`src/rtl/diag_func_seq_pkg.sv`:
```
// diag_func_seq_pkg: shared diag function codes, sequencer states and master-reset macro table
package diag_func_seq_pkg;
  typedef logic [0:6] func_t;
  typedef enum logic [1:0] {IDLE, ARM, STROBE, GAP} state_t;
  localparam int MACRO_LEN = 10;
  localparam func_t FUNC_START = 7'o001;
  localparam func_t FUNC_SET_RESET = 7'o007;
  localparam func_t FUNC_CLR_RESET = 7'o006;
  localparam logic [1:0] STROBE_FALLS = 2'd2;
  localparam logic [1:0] GAP_RISES = 2'd3;
  localparam func_t MACRO_TAB [MACRO_LEN] = '{
    FUNC_SET_RESET, FUNC_CLR_RESET, 7'o000, 7'o044, 7'o046,
    7'o042, 7'o043, 7'o051, 7'o067, 7'o076
  };
endpackage

```
`src/rtl/diag_func_seq_mhz16_edge.sv`:
```
// mhz16_edge: fall/rise detect of MHZ16_FREE on clk (in: clk, CROBAR, MHZ16_FREE; out: fall, rise)
module mhz16_edge (
  input  logic clk,
  input  logic CROBAR,
  input  logic MHZ16_FREE,
  output logic fall,
  output logic rise
);
  logic prev;
  always_ff @(posedge clk) prev <= CROBAR ? 1'b0 : MHZ16_FREE;
  assign fall = prev & ~MHZ16_FREE;
  assign rise = ~prev & MHZ16_FREE;
endmodule

```
`src/rtl/diag_func_seq.sv`:
```
// diag_func_seq: EBUS diag strobe sequencer for single functions and the master-reset macro
// (in: clk, CROBAR, MHZ16_FREE, reqValid, reqFunc, macroStart; out: reqReady, ds, diagStrobe, busy, done)
module diag_func_seq
  import diag_func_seq_pkg::*;
(
  input  logic       clk,
  input  logic       CROBAR,
  input  logic       MHZ16_FREE,
  input  logic       reqValid,
  input  logic [0:6] reqFunc,
  output logic       reqReady,
  input  logic       macroStart,
  output logic [0:6] ds,
  output logic       diagStrobe,
  output logic       busy,
  output logic       done
);
  state_t state;
  func_t func;
  logic macro;
  logic [3:0] idx;
  logic [1:0] fcnt, rcnt;
  logic fall, rise;
  mhz16_edge u_edge (.clk(clk), .CROBAR(CROBAR), .MHZ16_FREE(MHZ16_FREE), .fall(fall), .rise(rise));
  assign busy = state != IDLE;
  assign reqReady = (state == IDLE) & ~macroStart & ~CROBAR;
  always_ff @(posedge clk) begin
    if (CROBAR) begin
      state <= IDLE;
      func <= '0;
      macro <= 1'b0;
      idx <= '0;
      fcnt <= '0;
      rcnt <= '0;
      ds <= '0;
      diagStrobe <= 1'b0;
      done <= 1'b0;
    end else begin
      done <= 1'b0;
      case (state)
        IDLE:
          if (macroStart) begin
            macro <= 1'b1;
            idx <= '0;
            func <= MACRO_TAB[0];
            state <= ARM;
          end else if (reqValid) begin
            macro <= 1'b0;
            func <= reqFunc;
            state <= ARM;
          end
        ARM:
          if (fall) begin
            ds <= func;
            diagStrobe <= 1'b1;
            fcnt <= '0;
            state <= STROBE;
          end
        STROBE:
          if (fall) begin
            if (fcnt == STROBE_FALLS) begin
              ds <= '0;
              diagStrobe <= 1'b0;
              rcnt <= '0;
              state <= GAP;
            end else fcnt <= fcnt + 2'd1;
          end
        GAP:
          if (rise) begin
            if (rcnt != GAP_RISES) rcnt <= rcnt + 2'd1;
            else if (macro && idx != 4'(MACRO_LEN - 1)) begin
              idx <= idx + 4'd1;
              func <= MACRO_TAB[idx + 4'd1];
              state <= ARM;
            end else begin
              done <= 1'b1;
              state <= IDLE;
            end
          end
        default: state <= IDLE;
      endcase
    end
  end
endmodule

```
`config.mk`:
```
export PLATFORM = sky130hd
export DESIGN_NAME = diag_func_seq
export DESIGN_NICKNAME = d
export VERILOG_FILES = /design/src/rtl/diag_func_seq_pkg.sv /design/src/rtl/diag_func_seq_mhz16_edge.sv /design/src/rtl/diag_func_seq.sv
export SDC_FILE = /design/constraint.sdc
export NUM_CORES = 1
export LEC_CHECK = 0
export CAP_MARGIN = 40
export CORE_UTILIZATION = 35
export DETAILED_ROUTE_END_ITERATION = 16
export DONT_BUFFER_PORTS = 1
export PLACE_DENSITY = 0.49
export SETUP_SLACK_MARGIN = 0.4
export SLEW_MARGIN = 20
export SYNTH_ARGS = -nofsm -noshare
export SYNTH_HDL_FRONTEND = slang
export SYNTH_SLANG_ARGS = --single-unit
```
`constraint.sdc`:
```
create_clock -name clk -period 2.97 [get_ports clk]
set_input_delay 0.4455 -clock clk [delete_from_list [all_inputs] [get_ports clk]]
set_output_delay 0.4455 -clock clk [all_outputs]
set_load 0.02 [all_outputs]
```
# After elaboration in Yosys (flattened, before gate mapping)
# Memory sizes are Yosys's and may differ from the RTL's.
# Index checks and enable logic that the tools add are counted.
[op_classes]
magnitude_cmp = 1
mux = 42
n_eq_ne = 16
reduce_logical = 15
n_addsub = 3
n_bitwise = 11
[op_table]
columns = ["op", "n"]
rows = [
  ["$mux W7", 10],
  ["$mux W2", 14],
  ["$pmux W7 S2", 2],
  ["$ne A2 B2 Y1 const B", 10],
  ["$mux W4", 4],
  ["$reduce_and A5 Y1", 3],
  ["$reduce_bool A2 Y1", 5],
  ["$pmux W2 S2", 2],
  ["$pmux W2 S4", 1],
  ["$pmux W4 S2", 1],
  ["$reduce_and A4 Y1", 2],
  ["$mux W1", 7],
  ["$eq A2 B2 Y1 const B", 3],
  ["$not A1 Y1", 6],
  ["$reduce_and A6 Y1", 1],
  ["$ge A5 B5 Y1 const B", 1],
  ["$not A4 Y5", 1],
  ["$add A2 B1 Y2 const B", 2],
  ["$add A4 B1 Y4 const B", 1],
  ["$and A1 B1 Y1", 4],
  ["$ne A4 B4 Y1 const B", 1],
  ["$reduce_or A4 Y1", 1],
  ["$ne A3 B3 Y1 const B", 1],
  ["$eq A2 B1 Y1 const B", 1],
  ["other kinds (4)", 4],
]
[word_totals]
mem_bits_ro = 112
out_inout_bits = 11
mem_count = 1
ff_bits = 28
word_cells = 99
[memory_table]
columns = ["name", "depth", "word_bits", "rd", "rd_clocked_by_memory_dff", "wr", "line", "rtl"]
rows = [
  ["(no name shown)", 16, 7, 1, 0, 0, "diag_func_seq.sv:73", "func <= MACRO_TAB[idx + 4'd1];"],
]

# Longest topological paths before layout
[depth]
depth_word = 9
mapped_depth = 7
ltp_nobuf = 6

# Hierarchy
# From an unflattened synthesis, not the netlist that was laid out.
[hier_totals]
cells_unflattened = 188
hier_area_um2 = 1630.3
[by_module_without_submodules]
columns = ["mod", "cells_per_inst", "area_each_um2", "seq_area_each_um2", "instances"]
rows = [
  ["diag_func_seq", 184, 1591.5, 540.5, 1],
  ["mhz16_edge", 4, 38.8, 20.0, 1],
]

# Least setup slack after synthesis
# OpenSTA, ideal clock, no wires.
[synth_timing]
path_kind = "reg2reg"
startpoint = "reg state[1]"
endpoint = "reg rcnt[0]"
slack_ns = 1.317
arrival_ns = 1.526
synth_period_minus_slack_ns = 1.653
setup_ns = 0.128
path_stages_with_launch = 7
path_cell_list = "dfxtp_1 ha_1 buf_6 or3b_2 o32ai_2 mux2i_1 nor2_1"
[synth_via]
elab_chain_cells = 3
elab_cells_between_ends = 9
cone_classes = "eq/ne (6); mux (1); reduce/logical (2)"
[synth_lines]
columns = ["item", "line", "rtl"]
rows = [
  ["start: declaration", "diag_func_seq.sv:18", "state_t state;"],
  ["start signal: assignment", "diag_func_seq.sv:29", "state <= IDLE;"],
  ["start signal: assignment", "diag_func_seq.sv:46", "state <= ARM;"],
  ["start signal: assignment", "diag_func_seq.sv:50", "state <= ARM;"],
  ["$eq A2 B2 Y1", "diag_func_seq.sv:40", "case (state)"],
  ["$ne A2 B2 Y1 (no line) / $reduce_bool A2 Y1 (equally long branches)", "--", ""],
  ["$reduce_and A5 Y1 (no line)", "--", ""],
  ["end signal: assignment", "diag_func_seq.sv:70", "if (rcnt != GAP_RISES) rcnt <= rcnt + 2'd1;"],
  ["end: declaration", "diag_func_seq.sv:22", "logic [1:0] fcnt, rcnt;"],
]
# Several ways; a longest one is shown, not always the timed one.
# A chain may end at the register's enable or synchronous reset.

# Worst setup path after layout
[layout_timing]
startpoint = "reg state[1]"
endpoint = "reg state[0]"
[layout_via]
elab_chain_cells = 3
elab_cells_between_ends = 12
cone_classes = "eq/ne (9); mux (1); reduce/logical (2)"
[layout_lines]
columns = ["item", "line"]
rows = [
  ["$eq A2 B2 Y1 (tied with other cells)", "diag_func_seq.sv:40"],
  ["$ne A2 B2 Y1 (no line) / $ne A3 B3 Y1 (equally long branches)", "--"],
  ["$reduce_and A6 Y1 (no line)", "--"],
]
# Several ways; a longest one is shown, not always the timed one.

==> flow_metrics.py <==
metrics = {
    "setup_path": {
        "worst_ep_arrival_time_ns": 2.45,
        "critPathLaunchType": "flip-flop",
        "regToRegStartpoint": "state[1]",
        "cp_max_fo": 20,
        "rr_worst_depth": 5,
        "required_ns": 3.15,
        "cp-startpoint": "state[1]",
        "path_class": "flip-flop to flip-flop",
        "endpoint_kind": "flip-flop",
    },
    "die": {
        "core-area_sq_um": 4410,
        "die_h_um": 70.2,
        "rows": 24,
        "initial_utilization_pct": 36.8,
        "ioPinCount": 23,
        "die-area_sq_um": 4920,
        "dieWidth_um": 70.2,
    },
    "run_status": {
        "outcome": "complete, no violations",
    },
    "cts": {
        "post_cts_buffers": 0,
        "h-tree-depth": 1,
        "numCtsBuffers": 3,
        "clockRootBuffer": "clkbuf_8",
        "cts_sinks": 28,
        "ctsHoldBuffers": 0,
        "ctsResizeCount": 0,
        "clock_path_buffers": 2,
        "clk_latency_ns": 0.28,
        "clk_pin_slew_ns": 0.10,
        "tritoncts": "built",
    },
    "power_and_ir_drop": {
        "max-vdd-ir-drop_v": 0.000332,
        "power.total_mw": 1.18,
        "leakagePower_nw": 0.647,
        "powerDensity_nw_per_um2": 681,
    },
    "sta": {
        "fin_crit_ns": 2.27,
        "fin_skew_ns": 0.00671,
        "timing.fmax_mhz": 441,
        "maxSlewViolCount": 0,
        "rsz0062_at_grt": "false",
        "setup_ws_ns": 0.701,
        "setup_viol": 0,
        "worstMarginPinSlew_ns": 0.668,
        "setup-tns-final_ns": 0,
        "final_hold_viol_count": 0,
        "relSlewSlack_pct": 55.5,
        "timing.final.crit_share_pct": 76.4,
    },
    "logic_synthesis": {
        "async_reset_ff_share_pct": 0,
        "synth_xor_area_share_pct": 1.62,
        "synth-edff-count": 0,
        "synth_fa_ha_area_share_pct": 8.46,
        "avgSynthCellArea_sq_um": 8.79,
        "synth_nets": 208,
        "yosysWarnings": 0,
        "muxShareOfSynthArea_pct": 2.46,
        "yosys.cell_types.count": 48,
        "synthesis.area_sq_um": 1630,
        "ys_seq_elements": 28,
        "yosys_most_used_dff": "dfxtp_1",
        "synth_cells": 185,
        "synthSimpleGateAreaFrac_pct": 22.8,
        "synth_top_family_by_area": "compound AO/OA/AOI/OAI gates",
        "seq_area_frac_synth_pct": 34.5,
        "synth_compound_area_share_pct": 24.9,
    },
    "place": {
        "gp_congestion": 0.797,
        "placed_area_sq_um": 1660,
        "numPortBuffers": 0,
        "dpl.hpwl_um": 2770,
        "dp.cells": 230,
        "pre_cts_slack_ns": 0.744,
    },
    "layout": {
        "stdcell_count": 234,
        "n_antenna_cell": 0,
        "multiInputGateArea_sq_um": 981,
        "n_fill_cell": 448,
        "drive_gt1_share_pct": 7.14,
        "seqCellArea_sq_um": 561,
        "syn2layout_area_growth_pct": 6.15,
        "layout.nets": 206,
        "fin_area_sq_um": 1730,
    },
    "routing": {
        "routed-via-count": 1340,
        "routedWlPerCell_um": 15.9,
        "via_per_inst": 5.73,
        "drt-pass1-iter-count": 6,
        "drc_errors": 0,
        "ant_nets": 0,
        "totalWireLength_um": 3710,
        "drt_iter0_drc": 55,
    },
    "global_route": {
        "grt_overflow": 0,
        "first_global_vias": 1352,
        "grt_pass1_wl_um": 6350,
        "grt_use_total_pct": 16.0,
        "antenna_found_initial": 0,
        "grt_max_degree": 33,
    },
    "run": {
        "drv_cap": 0,
    },
    "hold_path": {
        "hold_depth": 1,
        "min-delay-start": "CROBAR",
        "min_path_type": "primary input to flip-flop",
    },
}
## synthesized netlist by cell type, drive strengths merged, types with 2 or more instances
master	n	area (sq um)
dfxtp	28	561
nor2	21	78.8
a21oi	14	70.1
ha	11	138
inv	11	41.3
nand2b	10	65.1
a22oi	8	60.1
nand2	8	30.0
o21ai	7	38.8
nor3	5	25.0
a211oi	4	30.0
a311oi	4	35.0
buf	4	28.8
clkbuf	4	15.0
mux2i	4	40.0
nand3b	4	42.5
and2b	3	23.8
nor4	3	18.8
a211o	2	17.5
a32oi	2	17.5
a41oi	2	36.3
nand3	2	10.0
nand4	2	12.5
o21a	2	15.0
o2bb2ai	2	17.5
o32ai	2	25.0
or4	2	15.0
xor2	2	17.5
## sequential cells by signal, summed over array words and instances, names as in the netlist
name / cells
diagStrobe: 1
done: 1
ds: 7
fcnt: 2
func: 7
idx: 4
macro: 1
rcnt: 2
state: 2
u_edge.prev: 1
## metal layers
metal,wire [um],global-route usage [%]
met1,1700,19.2
met2,1850,29.2
met3,126,2.60
met4,43,4.67
met5,0,0
## worst max-delay path, stage by stage, from the launching register on
cell and delay (ns):
dfxtp_1 0.42, ha_1 0.62, inv_1 0.29, a32oi_1 0.34
a21oi_1 0.16, a221oi_1 0.32
## layout make-up
type,count,share of cell area (%)
timing repair buffer,1,0.435
clock buffer,3,2.39
multi-input combinational,138,56.8
inverter,11,2.39
sequential,28,32.5
tap,52,3.77
clock inverter,1,1.74
## metrics by stage
| step | utilization, % | hold WS, ns |
|---|---|---|
| CTS | 39.1 | 0.209 |
| global placement | 37.5 | 0.473 |
| floorplan | - | 0.450 |
| detailed placement | 37.5 | 0.481 |
| finish | 39.1 | 0.211 |
| global route | 39.1 | 0.200 |
## kinds of logic (layout without fill, tap and decap cells)
| family | Yosys count | count (layout) |
|---|---|---|
| multiplexers | 4 | 4 |
| flip-flops | 28 | 28 |
| AND/OR/NAND/NOR | 66 | 66 |
| adder cells (fa/ha/maj) | 11 | 11 |
| XOR/XNOR | 3 | 3 |
| AO/OA/AOI/OAI | 54 | 54 |
| buffers and inverters | 19 | 16 |
## where the power goes
part | leakage (nW) | internal [mW] | switching [mW]
registers | 0.228 | 0.435 | 0.0517
logic | 0.384 | 0.150 | 0.229
clock network | 0.0357 | 0.181 | 0.130
total | 0.647 | 0.766 | 0.411
## worst paths after layout
check        endpoint  slack [ns]
max reg2reg  state[0]        0.70
max          state[0]        0.70
min reg2reg   func[6]        0.49
min            idx[0]        0.21
## cell usage in the layout (no fill, tap or decap), types with 4 or more instances in the layout
cell type   n
dfxtp_1    28
nor2_1     21
a21oi_1    14
inv_1      11
ha_1       11
nand2b_1    9
nand2_1     8
a22oi_1     8
o21ai_0     6
nor3_1      5
a311oi_1    4
a211oi_1    4
mux2i_1     4
(Power assumes the default switching activity.)
